===== src/rtl/bus_unit_if.sv =====
// External memory port of bus_unit. The master side issues held-valid beats.
// The slave side answers each beat with ext_ready and read data.
interface bus_unit_if #(
    parameter int ADDR_WIDTH = 32
) ();
    logic                  ext_valid;
    logic                  ext_instruction;
    logic                  ext_ready;
    logic [ADDR_WIDTH-1:0] ext_address;
    logic [31:0]           ext_write_data;
    logic [3:0]            ext_write_strobe;
    logic [31:0]           ext_read_data;

    modport master (
        output ext_valid, ext_instruction, ext_address, ext_write_data, ext_write_strobe,
        input  ext_ready, ext_read_data
    );

    modport slave (
        input  ext_valid, ext_instruction, ext_address, ext_write_data, ext_write_strobe,
        output ext_ready, ext_read_data
    );
endinterface


===== src/rtl/bus_unit.sv =====
// Registered, arbitrating bus unit: fetch and load/store share one external memory port.
// Defining BUS_MISALIGNED_EN splits word-crossing accesses into two beats instead of rejecting them.
module bus_unit #(
    parameter int ADDR_WIDTH = 32,
    parameter int ARB_MODE   = 0
) (
    input  logic                  clk,
    input  logic                  reset_n,
    bus_unit_if.master            ext,
    input  logic                  fetch_valid,
    input  logic [ADDR_WIDTH-1:0] fetch_address,
    output logic [31:0]           fetch_data,
    output logic                  fetch_ready,
    input  logic                  mem_load,
    input  logic                  mem_store,
    input  logic [ADDR_WIDTH-1:0] mem_address,
    input  logic [31:0]           mem_store_data,
    input  logic [1:0]            mem_size,
    input  logic                  mem_signed,
    output logic [31:0]           mem_load_data,
    output logic                  mem_ready,
    output logic                  mem_error
);

`ifdef BUS_MISALIGNED_EN
    localparam bit MISALIGNED_EN = 1'b1;
`else
    localparam bit MISALIGNED_EN = 1'b0;
`endif

    typedef enum logic [1:0] {IDLE, BEAT0, BEAT1, RESP} state_e;

    // Byte lanes of the access across two consecutive words: [3:0] beat 0, [7:4] beat 1.
    function automatic logic [7:0] lane_mask(input logic [1:0] size, input logic [1:0] off);
        logic [7:0] base;
        case (size)
            2'd0:    base = 8'b0000_0001;
            2'd1:    base = 8'b0000_0011;
            default: base = 8'b0000_1111;
        endcase
        return base << off;
    endfunction

    function automatic logic [31:0] extend_load(input logic [63:0] beats, input logic [1:0] off,
                                                input logic [1:0] size, input logic sext);
        logic [31:0] lane;
        logic [31:0] result;
        lane = 32'(beats >> {off, 3'b000});
        case (size)
            2'd0:    result = sext ? {{24{lane[7]}}, lane[7:0]} : {24'h0, lane[7:0]};
            2'd1:    result = sext ? {{16{lane[15]}}, lane[15:0]} : {16'h0, lane[15:0]};
            default: result = lane;
        endcase
        return result;
    endfunction

    state_e                state_q, state_d;
    logic [ADDR_WIDTH-1:0] addr_q, addr_d;
    logic [1:0]            size_q, size_d;
    logic                  signed_q, signed_d;
    logic [31:0]           store_data_q, store_data_d;
    logic [3:0]            strobe_hi_q, strobe_hi_d;
    logic                  is_fetch_q, is_fetch_d;
    logic                  split_q, split_d;
    logic                  last_grant_mem_q, last_grant_mem_d;
    logic [31:0]           beat0_q, beat0_d;
    logic                  ext_valid_q, ext_valid_d;
    logic                  ext_instruction_q, ext_instruction_d;
    logic [ADDR_WIDTH-1:0] ext_address_q, ext_address_d;
    logic [31:0]           ext_write_data_q, ext_write_data_d;
    logic [3:0]            ext_write_strobe_q, ext_write_strobe_d;
    logic                  fetch_ready_q, fetch_ready_d;
    logic                  mem_ready_q, mem_ready_d;
    logic                  mem_error_q, mem_error_d;
    logic [31:0]           mem_load_data_q, mem_load_data_d;

    logic       grant_mem;
    logic       reject;
    logic [7:0] mask_in;

    always_comb begin
        grant_mem = (mem_load | mem_store) &&
                    (!fetch_valid || ARB_MODE == 0 || !last_grant_mem_q);
        mask_in   = lane_mask(mem_size, mem_address[1:0]);
        reject    = (mem_size == 2'd3) ||
                    (!MISALIGNED_EN && ((mem_size == 2'd1 && mem_address[0]) ||
                                        (mem_size == 2'd2 && mem_address[1:0] != 2'd0)));
    end

    always_comb begin
        state_d            = state_q;
        addr_d             = addr_q;
        size_d             = size_q;
        signed_d           = signed_q;
        store_data_d       = store_data_q;
        strobe_hi_d        = strobe_hi_q;
        is_fetch_d         = is_fetch_q;
        split_d            = split_q;
        last_grant_mem_d   = last_grant_mem_q;
        beat0_d            = beat0_q;
        ext_valid_d        = ext_valid_q;
        ext_instruction_d  = ext_instruction_q;
        ext_address_d      = ext_address_q;
        ext_write_data_d   = ext_write_data_q;
        ext_write_strobe_d = ext_write_strobe_q;
        mem_load_data_d    = mem_load_data_q;
        fetch_ready_d      = 1'b0;
        mem_ready_d        = 1'b0;
        mem_error_d        = 1'b0;

        case (state_q)
            IDLE: begin
                if (grant_mem) begin
                    last_grant_mem_d = 1'b1;
                    is_fetch_d       = 1'b0;
                    addr_d           = mem_address;
                    size_d           = mem_size;
                    signed_d         = mem_signed;
                    store_data_d     = mem_store ? mem_store_data : 32'h0;
                    if (reject) begin
                        state_d         = RESP;
                        mem_ready_d     = 1'b1;
                        mem_error_d     = 1'b1;
                        mem_load_data_d = 32'h0;
                    end else begin
                        state_d            = BEAT0;
                        ext_valid_d        = 1'b1;
                        ext_instruction_d  = 1'b0;
                        ext_address_d      = {mem_address[ADDR_WIDTH-1:2], 2'b00};
                        ext_write_strobe_d = mem_store ? mask_in[3:0] : 4'h0;
                        ext_write_data_d   = mem_store ? mem_store_data << {mem_address[1:0], 3'b000} : 32'h0;
                        strobe_hi_d        = mem_store ? mask_in[7:4] : 4'h0;
                        split_d            = MISALIGNED_EN && (mask_in[7:4] != 4'h0);
                    end
                end else if (fetch_valid) begin
                    last_grant_mem_d   = 1'b0;
                    is_fetch_d         = 1'b1;
                    split_d            = 1'b0;
                    state_d            = BEAT0;
                    ext_valid_d        = 1'b1;
                    ext_instruction_d  = 1'b1;
                    ext_address_d      = fetch_address & ~ADDR_WIDTH'(3);
                    ext_write_strobe_d = 4'h0;
                    ext_write_data_d   = 32'h0;
                end
            end
            BEAT0: begin
                if (ext.ext_ready) begin
                    beat0_d = ext.ext_read_data;
                    if (split_q) begin
                        state_d            = BEAT1;
                        ext_address_d      = {addr_q[ADDR_WIDTH-1:2], 2'b00} + ADDR_WIDTH'(4);
                        ext_write_strobe_d = strobe_hi_q;
                        ext_write_data_d   = store_data_q >> (6'd32 - {1'b0, addr_q[1:0], 3'b000});
                    end else begin
                        state_d            = RESP;
                        ext_valid_d        = 1'b0;
                        ext_instruction_d  = 1'b0;
                        ext_write_strobe_d = 4'h0;
                        ext_write_data_d   = 32'h0;
                        if (is_fetch_q) begin
                            fetch_ready_d = 1'b1;
                        end else begin
                            mem_ready_d     = 1'b1;
                            mem_load_data_d = extend_load({32'h0, ext.ext_read_data}, addr_q[1:0],
                                                          size_q, signed_q);
                        end
                    end
                end
            end
`ifdef BUS_MISALIGNED_EN
            BEAT1: begin
                if (ext.ext_ready) begin
                    state_d            = RESP;
                    ext_valid_d        = 1'b0;
                    ext_write_strobe_d = 4'h0;
                    ext_write_data_d   = 32'h0;
                    mem_ready_d        = 1'b1;
                    mem_load_data_d    = extend_load({ext.ext_read_data, beat0_q}, addr_q[1:0],
                                                     size_q, signed_q);
                end
            end
`endif
            RESP:    state_d = IDLE;
            default: state_d = IDLE;
        endcase
    end

    // NOTE: all state updates use non-blocking assignments so every flop samples pre-edge values; reset is synchronous.
    always_ff @(posedge clk) begin
        if (!reset_n) begin
            state_q            <= IDLE;
            addr_q             <= '0;
            size_q             <= 2'd0;
            signed_q           <= 1'b0;
            store_data_q       <= 32'h0;
            strobe_hi_q        <= 4'h0;
            is_fetch_q         <= 1'b0;
            split_q            <= 1'b0;
            last_grant_mem_q   <= 1'b0;
            beat0_q            <= 32'h0;
            ext_valid_q        <= 1'b0;
            ext_instruction_q  <= 1'b0;
            ext_address_q      <= '0;
            ext_write_data_q   <= 32'h0;
            ext_write_strobe_q <= 4'h0;
            fetch_ready_q      <= 1'b0;
            mem_ready_q        <= 1'b0;
            mem_error_q        <= 1'b0;
            mem_load_data_q    <= 32'h0;
        end else begin
            state_q            <= state_d;
            addr_q             <= addr_d;
            size_q             <= size_d;
            signed_q           <= signed_d;
            store_data_q       <= store_data_d;
            strobe_hi_q        <= strobe_hi_d;
            is_fetch_q         <= is_fetch_d;
            split_q            <= split_d;
            last_grant_mem_q   <= last_grant_mem_d;
            beat0_q            <= beat0_d;
            ext_valid_q        <= ext_valid_d;
            ext_instruction_q  <= ext_instruction_d;
            ext_address_q      <= ext_address_d;
            ext_write_data_q   <= ext_write_data_d;
            ext_write_strobe_q <= ext_write_strobe_d;
            fetch_ready_q      <= fetch_ready_d;
            mem_ready_q        <= mem_ready_d;
            mem_error_q        <= mem_error_d;
            mem_load_data_q    <= mem_load_data_d;
        end
    end

    assign ext.ext_valid        = ext_valid_q;
    assign ext.ext_instruction  = ext_instruction_q;
    assign ext.ext_address      = ext_address_q;
    assign ext.ext_write_data   = ext_write_data_q;
    assign ext.ext_write_strobe = ext_write_strobe_q;
    assign fetch_data           = beat0_q;
    assign fetch_ready          = fetch_ready_q;
    assign mem_load_data        = mem_load_data_q;
    assign mem_ready            = mem_ready_q;
    assign mem_error            = mem_error_q;

endmodule


===== src/flat_wrapper.sv =====
// flat-port wrapper written by rule: the top's interface ports become plain ports
module bus_unit_flat 
#(
    parameter int ADDR_WIDTH = 32,
    parameter int ARB_MODE   = 0
)
  (clk, reset_n, fetch_valid, fetch_address, fetch_data, fetch_ready, mem_load, mem_store, mem_address, mem_store_data, mem_size, mem_signed, mem_load_data, mem_ready, mem_error, ext_ext_valid, ext_ext_instruction, ext_ext_address, ext_ext_write_data, ext_ext_write_strobe, ext_ext_ready, ext_ext_read_data);
  bus_unit_if #(.ADDR_WIDTH(ADDR_WIDTH)) ext_i ();
  input  logic clk;
  input  logic reset_n;
  input  logic fetch_valid;
  input  logic [ADDR_WIDTH-1:0] fetch_address;
  output logic [31:0] fetch_data;
  output logic fetch_ready;
  input  logic mem_load;
  input  logic mem_store;
  input  logic [ADDR_WIDTH-1:0] mem_address;
  input  logic [31:0] mem_store_data;
  input  logic [1:0] mem_size;
  input  logic mem_signed;
  output logic [31:0] mem_load_data;
  output logic mem_ready;
  output logic mem_error;
  output wire logic [$bits(ext_i.ext_valid)-1:0] ext_ext_valid;
  output wire logic [$bits(ext_i.ext_instruction)-1:0] ext_ext_instruction;
  output wire logic [$bits(ext_i.ext_address)-1:0] ext_ext_address;
  output wire logic [$bits(ext_i.ext_write_data)-1:0] ext_ext_write_data;
  output wire logic [$bits(ext_i.ext_write_strobe)-1:0] ext_ext_write_strobe;
  input wire logic [$bits(ext_i.ext_ready)-1:0] ext_ext_ready;
  input wire logic [$bits(ext_i.ext_read_data)-1:0] ext_ext_read_data;
  assign ext_ext_valid = ext_i.ext_valid;
  assign ext_ext_instruction = ext_i.ext_instruction;
  assign ext_ext_address = ext_i.ext_address;
  assign ext_ext_write_data = ext_i.ext_write_data;
  assign ext_ext_write_strobe = ext_i.ext_write_strobe;
  assign ext_i.ext_ready = ext_ext_ready;
  assign ext_i.ext_read_data = ext_ext_read_data;
  bus_unit #(.ADDR_WIDTH(ADDR_WIDTH), .ARB_MODE(ARB_MODE)) u_core (.clk(clk), .reset_n(reset_n), .ext(ext_i), .fetch_valid(fetch_valid), .fetch_address(fetch_address), .fetch_data(fetch_data), .fetch_ready(fetch_ready), .mem_load(mem_load), .mem_store(mem_store), .mem_address(mem_address), .mem_store_data(mem_store_data), .mem_size(mem_size), .mem_signed(mem_signed), .mem_load_data(mem_load_data), .mem_ready(mem_ready), .mem_error(mem_error));
endmodule

===== config.mk =====
export PLATFORM = sky130hd
export DESIGN_NAME = bus_unit_flat
export DESIGN_NICKNAME = d
export VERILOG_FILES = /design/src/rtl/bus_unit_if.sv /design/src/rtl/bus_unit.sv /design/src/flat_wrapper.sv
export SDC_FILE = /design/constraint.sdc
export NUM_CORES = 1
export LEC_CHECK = 0
export BUFFER_PORTS_ARGS = -buffer_cell sky130_fd_sc_hd__buf_2
export CORE_MARGIN = 3
export CORE_UTILIZATION = 48
export DETAILED_ROUTE_END_ITERATION = 8
export PLACE_DENSITY = 0.8
export SYNTH_ARGS = -nofsm -noshare
export SYNTH_HDL_FRONTEND = slang
export SYNTH_SLANG_ARGS = --single-unit
export TNS_END_PERCENT = 1

===== constraint.sdc =====
create_clock -name clk -period 4.75 [get_ports clk]
set_input_delay 0.475 -clock clk [delete_from_list [all_inputs] [get_ports clk]]
set_output_delay 0.475 -clock clk [all_outputs]
set_load 0.02 [all_outputs]

==> results of run 1 <==
-- flip-flops by register name, summed over array words and instances (netlist names) --
| signal | count |
|---|---|
| u_core.ext.ext_instruction | 1 |
| u_core.mem_load_data | 32 |
| u_core.ext.ext_valid | 1 |
| u_core.ext.ext_address | 30 |
| u_core.fetch_ready | 1 |
| u_core.ext.ext_write_strobe | 4 |
| u_core.ext.ext_write_data | 32 |
| u_core.state_q | 2 |
| u_core.addr_q | 2 |
| u_core.signed_q | 1 |
| u_core.is_fetch_q | 1 |
| u_core.mem_ready | 1 |
| u_core.mem_error | 1 |
| u_core.size_q | 2 |
| u_core.fetch_data | 32 |
-- power by group through the flow --
stage               clock [uW]  sequential, uW  combinational (uW)
floorplan                    0            1420                 331
global placement             0            1340                 585
detailed placement           0            1350                 593
CTS                       1290            1320                 595
global route              1350            1330                 648
finish                    1270            1320                 596
-- layout make-up --
class / count / area [sq um]
fill: 1132 / 4580
timing repair buffer: 277 / 1410
sequential: 143 / 2860
clock buffer: 27 / 513
tap: 172 / 215
multi-input combinational: 501 / 3180
clock inverter: 5 / 52.6
inverter: 2 / 8.76
-- layout by cell type, fill, tap and decap left out, types with 2 or more instances in the layout --
cell type	instances
o21ai_0	20
and3_1	2
or2_2	2
nor2_1	33
mux2_2	9
nand4_1	4
a22oi_1	9
o211ai_1	9
clkbuf_8	5
a2bb2oi_1	8
clkbuf_16	17
nand2b_1	2
buf_2	269
a311oi_2	26
nor2_2	2
a22o_1	18
nand3b_1	3
nand3_1	8
nor2b_1	12
and2_1	2
clkinv_2	4
a21o_1	2
o2bb2ai_1	17
mux2i_1	36
o22ai_1	2
clkbuf_1	5
conb_1	2
a21oi_1	73
a211o_1	7
a32o_1	8
nor3_1	4
nand2_1	165
dfxtp_1	143
buf_4	8
-- cells by family (layout without fill, tap and decap cells) --
family,Yosys count,in the layout
AO/OA/AOI/OAI,206,206
buffers and inverters,73,311
multiplexers,46,46
other,1,2
flip-flops,143,143
AND/OR/NAND/NOR,247,247
-- routing by layer --
layer	share of wire, %	global-route usage (%)
met1	40	31.2
met5	0	0
met4	2.0	10.2
met2	48	42.1
met3	9.5	9.32
-- metrics by stage --
step                total power, uW  cell area (sq um)  util (%)  std cells  hold slack [ps]
CTS                            3200               8240      64.3       1127              286
detailed placement             1940               7670      59.8       1095              443
global placement               1930               7670      59.8       1095              429
global route                   3320               8240      64.3       1127              289
floorplan                      1750               6380         -        717              436
finish                         3180               8240      64.3       1127              300
-- worst max path at each step --
stage / startpoint / to / slack (ps) / cells after the start
floorplan: mem_address[1] / u_core.ext.ext_address[22]$_SDFFE_PN0P_ / 2820 / 6
global placement: mem_address[0] / u_core.ext.ext_address[25]$_SDFFE_PN0P_ / 2080 / 6
detailed placement: mem_address[0] / u_core.ext.ext_address[8]$_SDFFE_PN0P_ / 1990 / 6
CTS: mem_address[0] / u_core.ext.ext_address[8]$_SDFFE_PN0P_ / 2430 / 6
global route: mem_address[0] / u_core.ext.ext_address[2]$_SDFFE_PN0P_ / 2270 / 6
finish: mem_address[0] / u_core.ext.ext_address[8]$_SDFFE_PN0P_ / 2400 / 6
==> results.md, run 1 <==
* Final worst path period share at 49.4%
* Largest family of logic cells by synthesized area: compound AO/OA/AOI/OAI gates
* Worst Path Max Fanout at 59
* Largest net degree at the start of global routing at 90
* Pleak at 0.00368 uW
* Post-synth top cells: nand2_1 (165), dfxtp_1 (143), a21oi_1 (74)
* Final hold viol count at 0
* Crit path time final at 2350 ps
* Post-synth EDFFs at 0
* Clock Pin Slew Worst Setup and Hold Paths at 60 ps
* Avg Cell Area, Syn at 8.90 sq um
* Max incr delay on CP at 600 ps
* Cell internal pwr at 2280 uW
* Clock share of power at 39.8%
* Hold Startpoint: mem_store_data[0]
* Yosys warnings at 0
* Buf/Inv on CP at 2
* Gr ovfl total at 0
* Most frequent cell after synthesis: nand2_1
* Initial DRC count at 446
* Post-route DRC at 0
* Max IR drop VDD at 0.225 mV
* Antenna viol nets, final at 0
* Drt wl/cell at 17.0 um
* Yosys reg bits at 143
* Psw at 900 uW
* Startpoint types: input pin
* IO Count at 274
* Mapped Cells at 716
* DP Worst Slack at 1990 ps
* Worst min-delay path endpoint: u_core.ext.ext_write_data[0]$_SDFFE_PN0P_
* First-pass GRT wire length at 30.2 mm
* Seq pwr share at 41.5%
* MaxCap Viol Count at 0
* Via Count at 6,247
* Final RePlAce weighted congestion at 0.886
* Max Freq at 0.426 GHz
* Ys flop type: dfxtp_1
* Final Net Count at 1,079
* Number of I/O port buffers at 269
* Die area at 14,700 sq um
* Final worst slack at 2400 ps
* Largest cells by area after synthesis: dfxtp_1 (45%), nand2_1 (9.7%), a311oi_2 (6.1%)
* Final Skew at 8.79 ps
* Row count at 41
* Post-CTS sizing at 0
* Fin. max-slew vios at 0
* Vias in the first global route at 6,047
* R2R setup slack at 2550 ps
* Xor and xnor area share after synthesis at 0%
* Setup crit end kind: flip-flop
* Sw frac at 28.3%
* Tot GR Track Use at 25.9%
* Synth Area in Adders at 0%
* Combinational power share at 18.7%
* Final HPWL DP at 13.8 mm
* Setup TNS at 0 ps
* PwrDens at 386 nW/um^2
* Min-Delay Path Depth at 2
* Worst Path Required at 5060 ps
* CTS Hold Buffers Added at 0
* Status: complete, no violations
* Reg-to-Reg Start: u_core.addr_q[1]$_SDFFE_PN0P_
* Yosys cell types at 49
* Pre-antenna DRT Iters at 5
* Die Ht at 121 um
* Initial antenna violation count at 0
* Share of layout cells above drive strength 1 at 37.0%
* Post-CTS setup buffer count at 0
* Clock Latency Late Sink at 410 ps
* Area growth from synthesis to layout at 29.3%
* Crit path kind: in -> reg
* WP data arrival at 2660 ps
* Starting density of the core at 49.7%
* Antenna diodes at 0
* Maximum clock path buffer count at 2
* TritonCTS clock tree: done
* Area leader, netlist: dfxtp_1
* Num CTS Buffers at 17
* CORE AREA at 12,800 sq um
* Reg2Reg Depth at 5
* CTS root buffer: clkbuf_16
* Routed WL at 19.2 mm
* Post-synth top area share at 44.9%
* Complex-gate fraction of the synthesized area at 25.4%
* Synth Cell Area at 6370 sq um
* Via/cell ratio at 5.54
* Min-delay worst type: in -> reg
* Ys async rst share at 0%
* R2R Path End: u_core.mem_load_data[31]$_SDFFE_PN0P_
* CP cell instances: buf_2 > or3_4 > a311oi_4 > buf_4 > nor2_1 > a311oi_2
* RSZ-0062 raised after global routing: false
* DIE WIDTH at 121 um
* Final Setup Violations at 0
* Post-Synth Simple-Gate Area at 16.7%
* Multiplexer area fraction after synthesis at 7.60%
* Actual slew at the worst max-slew pin at 1220 ps
* Max stage delay cell, worst path: buf_4
* Critical path's top delay family: buffers and inverters
* Worst slew margin at 18.8%
* Seq/Total Area, Yosys at 44.9%
* Sink Count at 143
* Htree depth at 4
(Power assumes the default switching activity.)
==> run 2: changes to the inputs <==
- ABC_AREA: not set -> 1
- PLACE_DENSITY: 0.8 -> 0.78
- clock period: 4.75 -> 2.2 ns (I/O delays scaled with it)
==> run 2 against run 1 <==
  * Sequential power grew 130%
  * Hold slack lost 250 ps
  * Combinational power grew to 3.2 times the previous value
  * Critical path depth grew 2
  * First-iteration DRC count grew 28%
  * Register-to-register slack lost 2300 ps
  * Worst setup slack lost 2100 ps
  * Core utilization shrank 1.3 points
  * Global-route usage grew 0.11 points
  * Via count grew 26%
  * Critical endpoint is now u_core.ext.ext_write_data[15]$_SDFFE_PN0P_
==> results.md, run 2 <==
* Final worst path period share at 87.7%
* Routed WL at 22.3 mm
* Most frequent cell after synthesis: nand2_1
* CP cell instances: inv_2 > nor2_8 > nand2_4 > nand3_4 > nand2_2 > inv_2 > nand2_1 > a21oi_1
* Area growth from synthesis to layout at 28.2%
* Max stage delay cell, worst path: inv_2
* Starting density of the core at 49.1%
* Fillcell total at 1,376
* Max IR drop VDD at 0.553 mV
* Stages on worst setup path at 8
* R2R Path End: u_core.ext.ext_write_data[15]$_SDFFE_PN0P_
* Worst Path Required at 2550 ps
* Via/cell ratio at 5.13
* Post-CTS setup buffer count at 0
* Most used routing layer: met2
* Die area at 16,400 sq um
* Num CTS Buffers at 17
* Yosys cell types at 28
* CTS root buffer: clkbuf_16
* Crit path kind: reg -> reg
* Mapped Cells at 1,114
* Final hold viol count at 0
* Crit. Startpoint: u_core.state_q[0]$_SDFFE_PN0P_
* Via Count at 7,902
* Met2 Track Usage GR at 43.9%
* PwrDens at 859 nW/um^2
* Crit path capture: u_core.ext.ext_write_data[15]$_SDFFE_PN0P_
* M3 GR Usage at 8.00%
* CTS Hold Buffers Added at 0
* Number of I/O port buffers at 269
* Overall power at 7890 uW
* Drt wl/cell at 14.4 um
* Most frequent cells in the layout: nand2_1 (441), buf_2 (269), a21oi_1 (158)
* WP data arrival at 2270 ps
* RSZ-0062 raised after global routing: false
* Final RePlAce weighted congestion at 0.877
* Clock Pin Slew Worst Setup and Hold Paths at 60 ps
* Worst slew margin at 51.4%
* Worst Path Max Fanout at 30
* Initial DRC count at 573
* Area leader, netlist: dfxtp_1
* Sink Count at 148
* Ys flop type: dfxtp_1
* Setup TNS at 0 ps
* Final Skew at 7.88 ps
* IO Count at 274
* MaxCap Viol Count at 0
* CP most frequent cell: inv_2
* Fin. max-slew vios at 0
* Post-synth top area share at 41.3%
* Critical path's top delay family: simple AND/OR/NAND/NOR gates
* Gr ovfl total at 0
* Min-delay worst type: in -> reg
* Htree depth at 4
* Reg2Reg Depth at 8
* Pre-antenna DRT Iters at 5
* Reg-to-Reg Start: u_core.state_q[0]$_SDFFE_PN0P_
* Largest cells by area after synthesis: dfxtp_1 (41%), nand2_1 (23%), a21oi_1 (11%)
* Avg Cell Area, Syn at 6.44 sq um
* Synth Cell Area at 7170 sq um
* Crit path time final at 1930 ps
* DIE WIDTH at 128 um
* DP Area at 8570 sq um
* Post-CTS sizing at 0
* Final HPWL DP at 16.0 mm
* Seq/Total Area, Yosys at 41.3%
* Antenna viol nets, final at 0
* Maximum clock path buffer count at 2
* CORE AREA at 14,600 sq um
* Die Ht at 128 um
* Met1 Usage GRT at 31.3%
* Share of layout cells above drive strength 1 at 25.4%
* Post-route cell area at 9190 sq um
* Status: complete, no violations
* Row count at 44
* Yosys warnings at 0
* Buf/Inv on CP at 2
* Startpoint types: flip-flop
* Clock Latency Late Sink at 420 ps
* Initial antenna violation count at 2
* Max incr delay on CP at 440 ps
* Actual slew at the worst max-slew pin at 726 ps
* Most common cell after layout, fill and taps aside: nand2_1
* Post-synth top cells: nand2_1 (441), a21oi_1 (158), dfxtp_1 (148)
* Final Setup Violations at 0
* Max Freq at 0.519 GHz
* First-pass GRT wire length at 34.4 mm
* Post-synth EDFFs at 0
* Final Net Count at 1,482
* Vias in the first global route at 7,026
* Post-route DRC at 0
* Setup crit end kind: flip-flop
* TritonCTS clock tree: done
* Yosys reg bits at 148
* Ys async rst share at 0%
* R2R setup slack at 270 ps
* Largest net degree at the start of global routing at 103
* Tot GR Track Use at 26.0%
* Pleak at 0.00462 uW
==> run 2: cells by family (layout without fill, tap and decap cells) <==
| family | Yosys count | count (layout) | synth area share [%] |
|---|---|---|---|
| flip-flops | 148 | 148 | 41.3 |
| AO/OA/AOI/OAI | 228 | 228 | 16.7 |
| buffers and inverters | 150 | 391 | 8.85 |
| AND/OR/NAND/NOR | 586 | 586 | 32.9 |
| adder cells (fa/ha/maj) | 1 | 1 | 0.174 |
| other | 1 | 3 | 0.0523 |
==> run 2: how the worst min path moves through the flow <==
stage / cells after the start / endpoint / start
2_1_floorplan: 2 / u_core.addr_q[5]$_SDFFE_PN0P_ / mem_address[5]
5_1_grt: 3 / u_core.addr_q[5]$_SDFFE_PN0P_ / mem_address[5]
3_5_place_dp: 2 / u_core.ext.ext_valid$_SDFFE_PN0P_ / u_core.ext.ext_valid$_SDFFE_PN0P_
4_1_cts: 3 / u_core.addr_q[5]$_SDFFE_PN0P_ / mem_address[5]
6_report: 3 / u_core.addr_q[5]$_SDFFE_PN0P_ / mem_address[5]
3_3_place_gp: 2 / u_core.mem_load_data[0]$_SDFFE_PN0P_ / u_core.mem_load_data[0]$_SDFFE_PN0P_
==> run 2: metal layers <==
| layer | vias to the layer above | routed length (um) |
|---|---|---|
| met5 | - | 32 |
| met4 | 4 | 486 |
| met3 | 41 | 1950 |
| met2 | 319 | 10700 |
| met1 | 3546 | 9040 |
| li1 | 3992 | - |
==> run 2: cell type report <==
cell class | instances | area (sq um) | area share (%)
diodes | 1 | 2.50 | 0.0272
well taps | 184 | 230 | 2.51
inverters | 70 | 264 | 2.87
flip-flops and latches | 148 | 2960 | 32.2
clock buffers | 22 | 484 | 5.27
multi-input cells | 817 | 3580 | 38.9
clock inverters | 9 | 126 | 1.38
repair buffers | 290 | 1540 | 16.8
==> run 2: per-stage QoR <==
step                      std cells  util (%)  hold WS [ps]  setup slack, ps
after floorplan                1115         -           359              776
after global placement         1509      58.8           445              292
after detailed placement       1509      58.8           452              256
after CTS                      1540      63.0          34.3              243
after global routing           1540      63.0          48.6             22.9
final                          1541      63.0          51.7              271
==> run 2: worst register-to-register path, stage by stage (launching register included) <==
cell and delay [ps]:
dfxtp_1 370, inv_2 80, nor2_8 230, nand2_4 130
nand3_4 160, nand2_2 170, inv_2 440, nand2_1 130
a21oi_1 140
==> run 2: where the power goes <==
| group | total (uW) | leakage (uW) | internal, uW | switching (uW) |
|---|---|---|---|---|
| Sequential | 3020 | 0.00121 | 2900 | 113 |
| Combinational | 1890 | 0.00311 | 604 | 1280 |
| Clock | 2990 | 0.000302 | 1890 | 1090 |
==> run 3: changes to the inputs <==
- RECOVER_POWER: not set -> 50
==> run 3 against run 2 <==
  * Clock power about the same
  * Sequential share of layout area up 0.68 points
  * Highest routed layer unchanged
  * Global-route usage stayed put
  * Clock skew is essentially flat
  * Critical endpoint is now u_core.fetch_data[24]$_SDFFE_PN0P_
  * Register-to-register slack hardly changed
  * Design area is 2.1% lower
  * Power is 0.65% lower
  * Non-clock buffer count unchanged
  * Largest power group unchanged
  * First-iteration DRC count rose by 1.4%
==> results.md, run 3 (same netlist as run 2, synthesis figures left out) <==
* Clock Pin Slew Worst Setup and Hold Paths at 60 ps
* Status: complete, no violations
* DP Worst Slack at 256 ps
* Worst Path Required at 2550 ps
* Final Skew at 7.96 ps
* Final RePlAce weighted congestion at 0.877
* Final Setup Violations at 0
* Via/cell ratio at 5.13
* Final worst slack at 264 ps
* Post-route DRC at 0
* Antenna viol nets, final at 0
* Crit. Startpoint: u_core.state_q[0]$_SDFFE_PN0P_
* Area growth from synthesis to layout at 25.5%
* Most frequent cells in the layout: nand2_1 (441), a21oi_1 (158), dfxtp_1 (148)
* Final Net Count at 1,482
* Actual slew at the worst max-slew pin at 1120 ps
* Final HPWL DP at 16.0 mm
* Number of I/O port buffers at 269
* Max stage delay cell, worst path: dfxtp_1
* Tot GR Track Use at 26.0%
* Pre-antenna DRT Iters at 5
* Max IR drop VDD at 0.549 mV
* Psw at 2500 uW
* Max incr delay on CP at 360 ps
* Gr ovfl total at 0
* First-pass GRT wire length at 34.4 mm
* CP cell instances: inv_2 > nor2_8 > nand2_4 > buf_4 > inv_1 > buf_4 > o21ai_0 > a21oi_1
* Seq pwr share at 38.6%
* Met2 wire length at 10.8 mm
* Fillcell total at 1,456
* CP most frequent cell: buf_4
* Share of the core filled with cells at 61.7%
* Fin cells at 1,541
* WP data arrival at 2290 ps
* Met1 WL at 9.27 mm
* Sink Count at 148
* Via Count at 7,901
* Min-delay worst type: in -> reg
* Routed WL at 22.3 mm
* CORE AREA at 14,600 sq um
* Fin. max-slew vios at 0
* Pleak at 0.00405 uW
* Initial DRC count at 581
* Cell internal pwr at 5340 uW
* Setup TNS at 0 ps
* TritonCTS clock tree: done
* Hold Startpoint: mem_address[5]
* Worst slew margin at 25.1%
* Final hold viol count at 0
* Area occupied by multi-input gates at 3570 sq um
* Crit path time final at 1940 ps
* Worst Path Max Fanout at 36
* MaxCap Viol Count at 0
* Combinational power share at 23.3%
* Max Freq at 0.517 GHz
* Post-CTS sizing at 0
* Post-placement cell count at 1,509
* Highest Signal Layer: met5
* Share of layout cells above drive strength 1 at 15.2%
* Die area at 16,400 sq um
* CTS Hold Buffers Added at 0
* Startpoint types: flip-flop
* Starting density of the core at 49.1%
* Die Ht at 128 um
* Clock share of power at 38.1%
* Maximum clock path buffer count at 2
* Vias in the first global route at 7,026
* DIE WIDTH at 128 um
* Worst hold slack at 53.9 ps
* Crit path kind: reg -> reg
* Reg-to-Reg Start: u_core.state_q[0]$_SDFFE_PN0P_
* Clock Latency Late Sink at 420 ps
* RSZ-0062 raised after global routing: false
* IO Count at 274
* Htree depth at 4
* CTS root buffer: clkbuf_16
* Final worst path period share at 88.0%
* Num CTS Buffers at 17
* Register Area at 2960 sq um
* Setup crit end kind: flip-flop
* Initial antenna violation count at 2
* Largest net degree at the start of global routing at 103
* Sw frac at 31.9%
* Met3 WL at 1.81 mm
* Most common cell after layout, fill and taps aside: nand2_1
* Post-CTS setup buffer count at 0
* Row count at 44
* PwrDens at 871 nW/um^2
* Drt wl/cell at 14.5 um
==> run 3: cell types whose count changed in the layout (fill, tap and decap cells not counted), sizes merged <==
cell / before / now
buf: 290 / 153
clkbuf: 22 / 159
==> run 3: power by group through the flow <==
stage / logic, uW / registers, uW / clock network [uW]
floorplan: 1060 / 3310 / 0
global placement: 1860 / 3070 / 0
detailed placement: 1880 / 3070 / 0
CTS: 1890 / 3020 / 3030
global route: 2030 / 3050 / 3140
finish: 1830 / 3020 / 2990
==> run 3: critical path: cells and delay by family, from the launching register on <==
kind | cells | cell delay (ps)
AO/OA/AOI/OAI | 2 | 310
buffers and inverters | 4 | 810
flip-flops | 1 | 360
AND/OR/NAND/NOR | 2 | 360
==> run 3: path summary, 6_finish.rpt <==
path	to	slack, ps	depth (start not counted)
worst max register to register	u_core.fetch_data[24]$_SDFFE_PN0P_	260	8
worst min-delay path	u_core.addr_q[5]$_SDFFE_PN0P_	50	3
worst min register to register	u_core.mem_load_data[11]$_SDFFE_PN0P_	460	2
worst max-delay path	u_core.fetch_data[24]$_SDFFE_PN0P_	260	8
==> run 3: metal layers <==
| metal | global-route usage [%] | vias to the layer above |
|---|---|---|
| met1 | 31.3 | 3584 |
| met3 | 8.00 | 36 |
| met4 | 8.61 | 4 |
| li1 | - | 3987 |
| met2 | 43.9 | 290 |
| met5 | 0 | - |
==> run 3: stage by stage <==
stage          area (sq um)  power [uW]
5_1_grt                9000        8220
4_1_cts                9190        7930
6_report               9000        7840
3_3_place_gp           8570        4920
3_5_place_dp           8570        4950
2_1_floorplan          7170        4370
==> run 3: area by class of cell <==
class | instances | area share (%)
multi-input combinational | 817 | 39.7
sequential | 148 | 32.9
timing repair buffer | 290 | 15.1
clock buffer | 22 | 5.38
inverter | 70 | 2.93
tap | 184 | 2.56
clock inverter | 9 | 1.40
antenna | 1 | 0.0278
